===== config.mk =====
export PLATFORM = sky130hd
export DESIGN_NAME = alarm_key_entry
export DESIGN_NICKNAME = d
export VERILOG_FILES = /design/src/rtl/alarm_key_entry_pkg.sv /design/src/rtl/alarm_key_shift.sv /design/src/rtl/alarm_key_entry.sv
export SDC_FILE = /design/constraint.sdc
export NUM_CORES = 1
export LEC_CHECK = 0
export BUFFER_PORTS_ARGS = -buffer_cell sky130_fd_sc_hd__buf_2
export CAP_MARGIN = 20
export CORE_MARGIN = 1
export CORE_UTILIZATION = 55
export DETAILED_ROUTE_END_ITERATION = 16
export GPL_TIMING_DRIVEN = 1
export HOLD_SLACK_MARGIN = 0.1
export MAX_ROUTING_LAYER = met4
export PLACE_DENSITY = 0.81
export SLEW_MARGIN = 5
export SYNTH_ARGS = -nofsm -noshare
export SYNTH_HDL_FRONTEND = slang
export SYNTH_SLANG_ARGS = --single-unit

===== constraint.sdc =====
create_clock -name clock -period 6 [get_ports clock]
set_input_delay 0.9 -clock clock [delete_from_list [all_inputs] [get_ports clock]]
set_output_delay 0.9 -clock clock [all_outputs]
set_load 0.05 [all_outputs]

===== src/rtl/alarm_key_entry_pkg.sv =====
// Shared definitions for the alarm-clock keypad front-end: FSM encoding,
// key code limits and the BCD HH:MM limits also used by the alarm register and time counter.
package alarm_key_entry_pkg;

    typedef enum logic [1:0] {
        IDLE       = 2'd0,
        ENTRY      = 2'd1,
        SHOW_ALARM = 2'd2
    } state_e;

    localparam logic [3:0] KEY_NONE     = 4'd10;
    localparam logic [3:0] DIGIT_MAX    = 4'd9;
    localparam logic [3:0] HR_TENS_MAX  = 4'd2;
    localparam logic [3:0] HR_UNITS_MAX = 4'd3;
    localparam logic [3:0] MIN_TENS_MAX = 4'd5;

    function automatic logic is_digit(input logic [3:0] k);
        return k <= DIGIT_MAX;
    endfunction

    // Units-of-minute needs no check: any BCD digit 0-9 is legal there.
    function automatic logic bcd_time_ok(input logic [3:0] ms_hr,
                                         input logic [3:0] ls_hr,
                                         input logic [3:0] ms_min);
        logic ok;
        ok = (ms_hr <= HR_TENS_MAX) && (ms_min <= MIN_TENS_MAX);
        if (ms_hr == HR_TENS_MAX)
            ok = ok && (ls_hr <= HR_UNITS_MAX);
        return ok;
    endfunction

endpackage


===== src/rtl/alarm_key_shift.sv =====
// Four-digit BCD shift buffer with saturating digit count.
// clr and shift together yield a buffer of 0,0,0,din with count 1.
module alarm_key_shift
    import alarm_key_entry_pkg::*;
(
    input  logic       clock,
    input  logic       reset,
    input  logic       clr,
    input  logic       shift,
    input  logic [3:0] din,
    output logic [3:0] d3,
    output logic [3:0] d2,
    output logic [3:0] d1,
    output logic [3:0] d0,
    output logic [2:0] count
);

    logic [3:0] d3_q, d2_q, d1_q, d0_q;
    logic [3:0] d3_d, d2_d, d1_d, d0_d;
    logic [2:0] count_q, count_d;

    logic [3:0] b3, b2, b1, b0;
    logic [2:0] bcnt;

    always_comb begin
        b3   = clr ? 4'd0 : d3_q;
        b2   = clr ? 4'd0 : d2_q;
        b1   = clr ? 4'd0 : d1_q;
        b0   = clr ? 4'd0 : d0_q;
        bcnt = clr ? 3'd0 : count_q;

        d3_d    = b3;
        d2_d    = b2;
        d1_d    = b1;
        d0_d    = b0;
        count_d = bcnt;

        if (shift) begin
            d3_d    = b2;
            d2_d    = b1;
            d1_d    = b0;
            d0_d    = din;
            count_d = (bcnt == 3'd4) ? bcnt : bcnt + 3'd1;
        end
    end

    always_ff @(posedge clock or negedge reset) begin
        if (!reset) begin
            d3_q    <= 4'd0;
            d2_q    <= 4'd0;
            d1_q    <= 4'd0;
            d0_q    <= 4'd0;
            count_q <= 3'd0;
        end else begin
            d3_q    <= d3_d;
            d2_q    <= d2_d;
            d1_q    <= d1_d;
            d0_q    <= d0_d;
            count_q <= count_d;
        end
    end

    assign d3    = d3_q;
    assign d2    = d2_q;
    assign d1    = d1_q;
    assign d0    = d0_q;
    assign count = count_q;

endmodule


===== src/rtl/alarm_key_entry.sv =====
// Keypad front-end: collects HH:MM digits, validates them on a button press
// and strobes the alarm register or time counter. All outputs registered.
module alarm_key_entry
    import alarm_key_entry_pkg::*;
#(
    parameter int TIMEOUT_S = 10
) (
    input  logic       clock,
    input  logic       reset,
    input  logic       one_second,
    input  logic [3:0] key,
    input  logic       key_valid,
    input  logic       alarm_button,
    input  logic       time_button,
    output logic [3:0] new_alarm_ms_hr,
    output logic [3:0] new_alarm_ls_hr,
    output logic [3:0] new_alarm_ms_min,
    output logic [3:0] new_alarm_ls_min,
    output logic       load_new_alarm,
    output logic       load_new_time,
    output logic       show_new_time,
    output logic       show_alarm,
    output logic       entry_error
);

    localparam logic [3:0] TIMEOUT_LIM = 4'(TIMEOUT_S);

    state_e     state_q, state_d;
    logic       alarm_prev_q, alarm_prev_d;
    logic       time_prev_q, time_prev_d;
    logic [3:0] timeout_q, timeout_d;
    logic       load_alarm_q, load_alarm_d;
    logic       load_time_q, load_time_d;
    logic       err_q, err_d;
    logic       show_nt_q, show_nt_d;
    logic       show_al_q, show_al_d;

    logic       alarm_rise, time_rise, digit_ok;
    logic       buf_clr, buf_shift;
    logic [3:0] ms_hr, ls_hr, ms_min, ls_min;
    logic [2:0] count;

    alarm_key_shift u_shift (
        .clock (clock),
        .reset (reset),
        .clr   (buf_clr),
        .shift (buf_shift),
        .din   (key),
        .d3    (ms_hr),
        .d2    (ls_hr),
        .d1    (ms_min),
        .d0    (ls_min),
        .count (count)
    );

    always_comb begin
        alarm_rise   = alarm_button & ~alarm_prev_q;
        time_rise    = time_button & ~time_prev_q;
        digit_ok     = key_valid & is_digit(key);

        state_d      = state_q;
        timeout_d    = timeout_q;
        buf_clr      = 1'b0;
        buf_shift    = 1'b0;
        load_alarm_d = 1'b0;
        load_time_d  = 1'b0;
        err_d        = 1'b0;
        alarm_prev_d = alarm_button;
        time_prev_d  = time_button;

        case (state_q)
            IDLE: begin
                if (alarm_rise) begin
                    state_d = SHOW_ALARM;
                end else if (digit_ok) begin
                    buf_clr   = 1'b1;
                    buf_shift = 1'b1;
                    timeout_d = 4'd0;
                    state_d   = ENTRY;
                end
            end
            ENTRY: begin
                // A button edge outranks a same-cycle key and a timeout expiry.
                if (alarm_rise || time_rise) begin
                    if ((count == 3'd4) && bcd_time_ok(ms_hr, ls_hr, ms_min)) begin
                        load_alarm_d = alarm_rise;
                        load_time_d  = ~alarm_rise;
                    end else begin
                        err_d   = 1'b1;
                        buf_clr = 1'b1;
                    end
                    timeout_d = 4'd0;
                    state_d   = IDLE;
                end else if (digit_ok) begin
                    buf_shift = 1'b1;
                    timeout_d = 4'd0;
                end else if (one_second) begin
                    timeout_d = (timeout_q == 4'hF) ? timeout_q : timeout_q + 4'd1;
                    if (timeout_d >= TIMEOUT_LIM) begin
                        buf_clr   = 1'b1;
                        timeout_d = 4'd0;
                        state_d   = IDLE;
                    end
                end
            end
            SHOW_ALARM: begin
                if (!alarm_button)
                    state_d = IDLE;
            end
            default: state_d = IDLE;
        endcase

        show_nt_d = (state_d == ENTRY);
        show_al_d = (state_d == SHOW_ALARM);
    end

    always_ff @(posedge clock or negedge reset) begin
        if (!reset) begin
            state_q      <= IDLE;
            alarm_prev_q <= 1'b0;
            time_prev_q  <= 1'b0;
            timeout_q    <= 4'd0;
            load_alarm_q <= 1'b0;
            load_time_q  <= 1'b0;
            err_q        <= 1'b0;
            show_nt_q    <= 1'b0;
            show_al_q    <= 1'b0;
        end else begin
            state_q      <= state_d;
            alarm_prev_q <= alarm_prev_d;
            time_prev_q  <= time_prev_d;
            timeout_q    <= timeout_d;
            load_alarm_q <= load_alarm_d;
            load_time_q  <= load_time_d;
            err_q        <= err_d;
            show_nt_q    <= show_nt_d;
            show_al_q    <= show_al_d;
        end
    end

    assign new_alarm_ms_hr  = ms_hr;
    assign new_alarm_ls_hr  = ls_hr;
    assign new_alarm_ms_min = ms_min;
    assign new_alarm_ls_min = ls_min;
    assign load_new_alarm   = load_alarm_q;
    assign load_new_time    = load_time_q;
    assign show_new_time    = show_nt_q;
    assign show_alarm       = show_al_q;
    assign entry_error      = err_q;

endmodule


==> summary.txt <==
Status
  • Status: finished clean

Clock tree
  • H-tree depth: 2
  • Cts hold-fix bufs: 0
  • CTS tree: yes
  • # clock sinks: 32
  • Worst-Skew Late Latency: 340 ps
  • Post_cts resized: 0
  • Post-CTS Setup Repair Bufs: 0
  • CTS Buf Count: 5
  • Root Driver: clkbuf_4
  • Clk slew on worst S/H paths: 100 ps
  • CTS max path bufs: 2

STA
  • Fmax: 0.384 GHz
  • Max-Slew Margin vs Limit: 53.7%
  • Layout Skew: 10.7 ps
  • Tmin final: 2600 ps
  • Setup_tns: 0 ps
  • Worst slew pin tran: 695 ps
  • Endpoints failing hold: 0
  • Final setup vio count: 0
  • Period utilization: 43.4%
  • Unrepaired setup endpoints after global routing: false
  • Max-slew violations: 0

Critical path
  • Crit path from: alarm_button
  • Critical path required time: 6220 ps
  • Startpoint Class: input pin
  • Reg-to-reg startpoint: timeout_q[0]
  • CP Class: input pin to register
  • Crit path max fanout: 6
  • Critical Path End Type: register
  • CP arrival: 2820 ps

Synthesis
  • Seq/Total Area, Yosys: 49.5%
  • Top cells by area, synth: dfrtp_1 (49%), nand2_1 (10%), a21oi_2 (5.4%)
  • EDFF count, synth: 0
  • Cell taking the most area after synthesis: dfrtp_1
  • Synth Warn #: 0
  • Synth cell types: 38
  • Synthesized cell area: 0.00162 mm^2
  • Post-synth ARST share: 100%
  • Syn Nets: 177
  • Flops & latches, synth: 32
  • Top cell type's share of synthesized area: 49.5%
  • Syn Area/Cell: 9.87 um^2
  • Cells after synthesis: 164
  • Synth Flop Type: dfrtp_1

Drt
  • Final routed DRC violation total: 0
  • Vias: 1323
  • Vias/cell: 5.78
  • DR pass1 iterations: 4
  • Post-route ant nets: 0
  • Initial drt markers: 75
  • Final WL: 3400 um
  • Routed WL per cell: 14.8 um

GRT
  • Grt peak-use layer: met2
  • Vias in the first global route: 1227
  • GRT Total Usage: 24.6%
  • Met1 Use GR: 31.1%
  • Met2 Use GR: 38.6%
  • Initial antenna violation count: 0
  • Overflow after GRT: 0
  • GR Layer Usage met3: 6.91%
  • Largest net degree at the start of global routing: 33
  • First-pass GRT wire length: 5760 um

Finish
  • Filler cells: 236
  • # diodes: 0
  • Layout cells sized above 1: 28.8%
  • Multi-input gate area: 758 um^2
  • Register area: 801 um^2
  • Area growth syn-to-layout: 14.5%
  • Final core utilization: 66.7%
  • Fin nets: 210

Floorplanning
  • Chip width: 56.3 um
  • Die height: 56.3 um
  • # IOs: 31
  • Core Region: 0.00278 mm^2
  • Rows: 19
  • Die Footprint: 0.00316 mm^2
  • Initial Util: 58.2%

Power
  • Pwr dens: 319 mW/mm^2
  • Maximum vdd drop: 217 uV
  • Power Total: 0.000591 W
  • LEAKAGE: 0.879 nW

Placed design
  • DP Wirelength: 2430 um
  • GPL Wtd Cong: 0.854
  • Port bufs: 30

Run
  • Maximum capacitance violations: 0

Min path
  • Hold Path Origin: time_prev_q
  • Worst hold path class: register to register
[layer usage]
layer | up-vias | share of wire (%)
met5 | - | 0
met4 | 0 | 0.85
met3 | 4 | 5.0
met2 | 48 | 50
met1 | 634 | 44
li1 | 637 | -
[flip-flops by register name (all words and copies together), names as in the netlist]
name / count
timeout_q: 4
u_shift.d0: 4
u_shift.d1: 4
u_shift.d2: 4
u_shift.d3: 4
u_shift.count: 3
state_q: 2
alarm_prev_q: 1
entry_error: 1
load_new_alarm: 1
load_new_time: 1
show_alarm: 1
show_new_time: 1
time_prev_q: 1
[critical path, stage by stage]
cell and delay, ps:
buf_2 120, nor2b_2 180, or2_2 310, nand3_1 270, nand4_1 230, ha_1 300, a211o_1 310, nand4_1 90
o21ai_0 100
[worst paths after layout]
kind / slack (ps) / depth (start not counted) / endpoint
max in group asynchronous: 4950 / 1 / show_new_time
min in group asynchronous: 600 / 1 / u_shift.count[0]
min: 550 / 3 / load_new_time
min reg2reg: 550 / 3 / load_new_time
max: 3400 / 9 / u_shift.count[0]
max reg2reg: 3460 / 9 / u_shift.count[0]
[cells by family after synthesis]
logic type      after synthesis  share of synthesized area (%)
flops                        32                           49.5
buf+inv                      12                           3.71
xor+xnor                      1                          0.541
simple gates                 73                           22.6
mux                           2                           1.24
fa+ha+maj                     3                           2.32
compound gates               41                           20.2
[cell usage in the layout, fill, tap and decap left out, types with 3 or more instances in the layout]
master,n
a21oi_1,8
a21oi_2,10
buf_2,30
clkbuf_4,5
dfrtp_1,32
ha_1,3
inv_1,8
nand2_1,43
nand3_1,6
nand4_1,5
nor3b_1,3
o21ai_0,7
[synthesized netlist by cell type (2+ instances only)]
library cell / number
nand4_1: 5
o21ai_0: 7
nor3b_1: 3
mux2i_1: 2
buf_2: 3
ha_1: 3
or2_2: 2
o32ai_1: 2
a21oi_1: 8
dfrtp_1: 32
a211o_1: 2
nor2b_2: 2
nor2_1: 2
o31ai_1: 2
inv_1: 8
a21oi_2: 10
nand2_1: 43
nand3_1: 6
nand2b_1: 2
nor2b_1: 2
[layout make-up]
type | instances | area share, %
sequential | 32 | 43.2
clock inverter | 2 | 1.89
inverter | 8 | 1.62
timing repair buffer | 30 | 8.10
clock buffer | 6 | 2.23
tap | 31 | 2.09
multi-input combinational | 120 | 40.9
[metrics by stage]
| step | worst slack [ps] | cell area, um^2 | instances | hold WS, ps |
|---|---|---|---|---|
| after floorplan | 3450 | 1620 | 164 | 498 |
| after global placement | 3260 | 1780 | 221 | 519 |
| after detailed placement | 3080 | 1780 | 221 | 534 |
| after CTS | 3450 | 1850 | 229 | 555 |
| after global routing | 3330 | 1850 | 229 | 569 |
| final | 3400 | 1850 | 229 | 550 |
[where the power goes]
| group | switching (W) | internal, W |
|---|---|---|
| registers | 0.0000241 | 0.000240 |
| logic | 0.000121 | 0.0000471 |
| clock network | 0.0000705 | 0.0000873 |
Note: power is estimated with default switching activity, not from simulation.
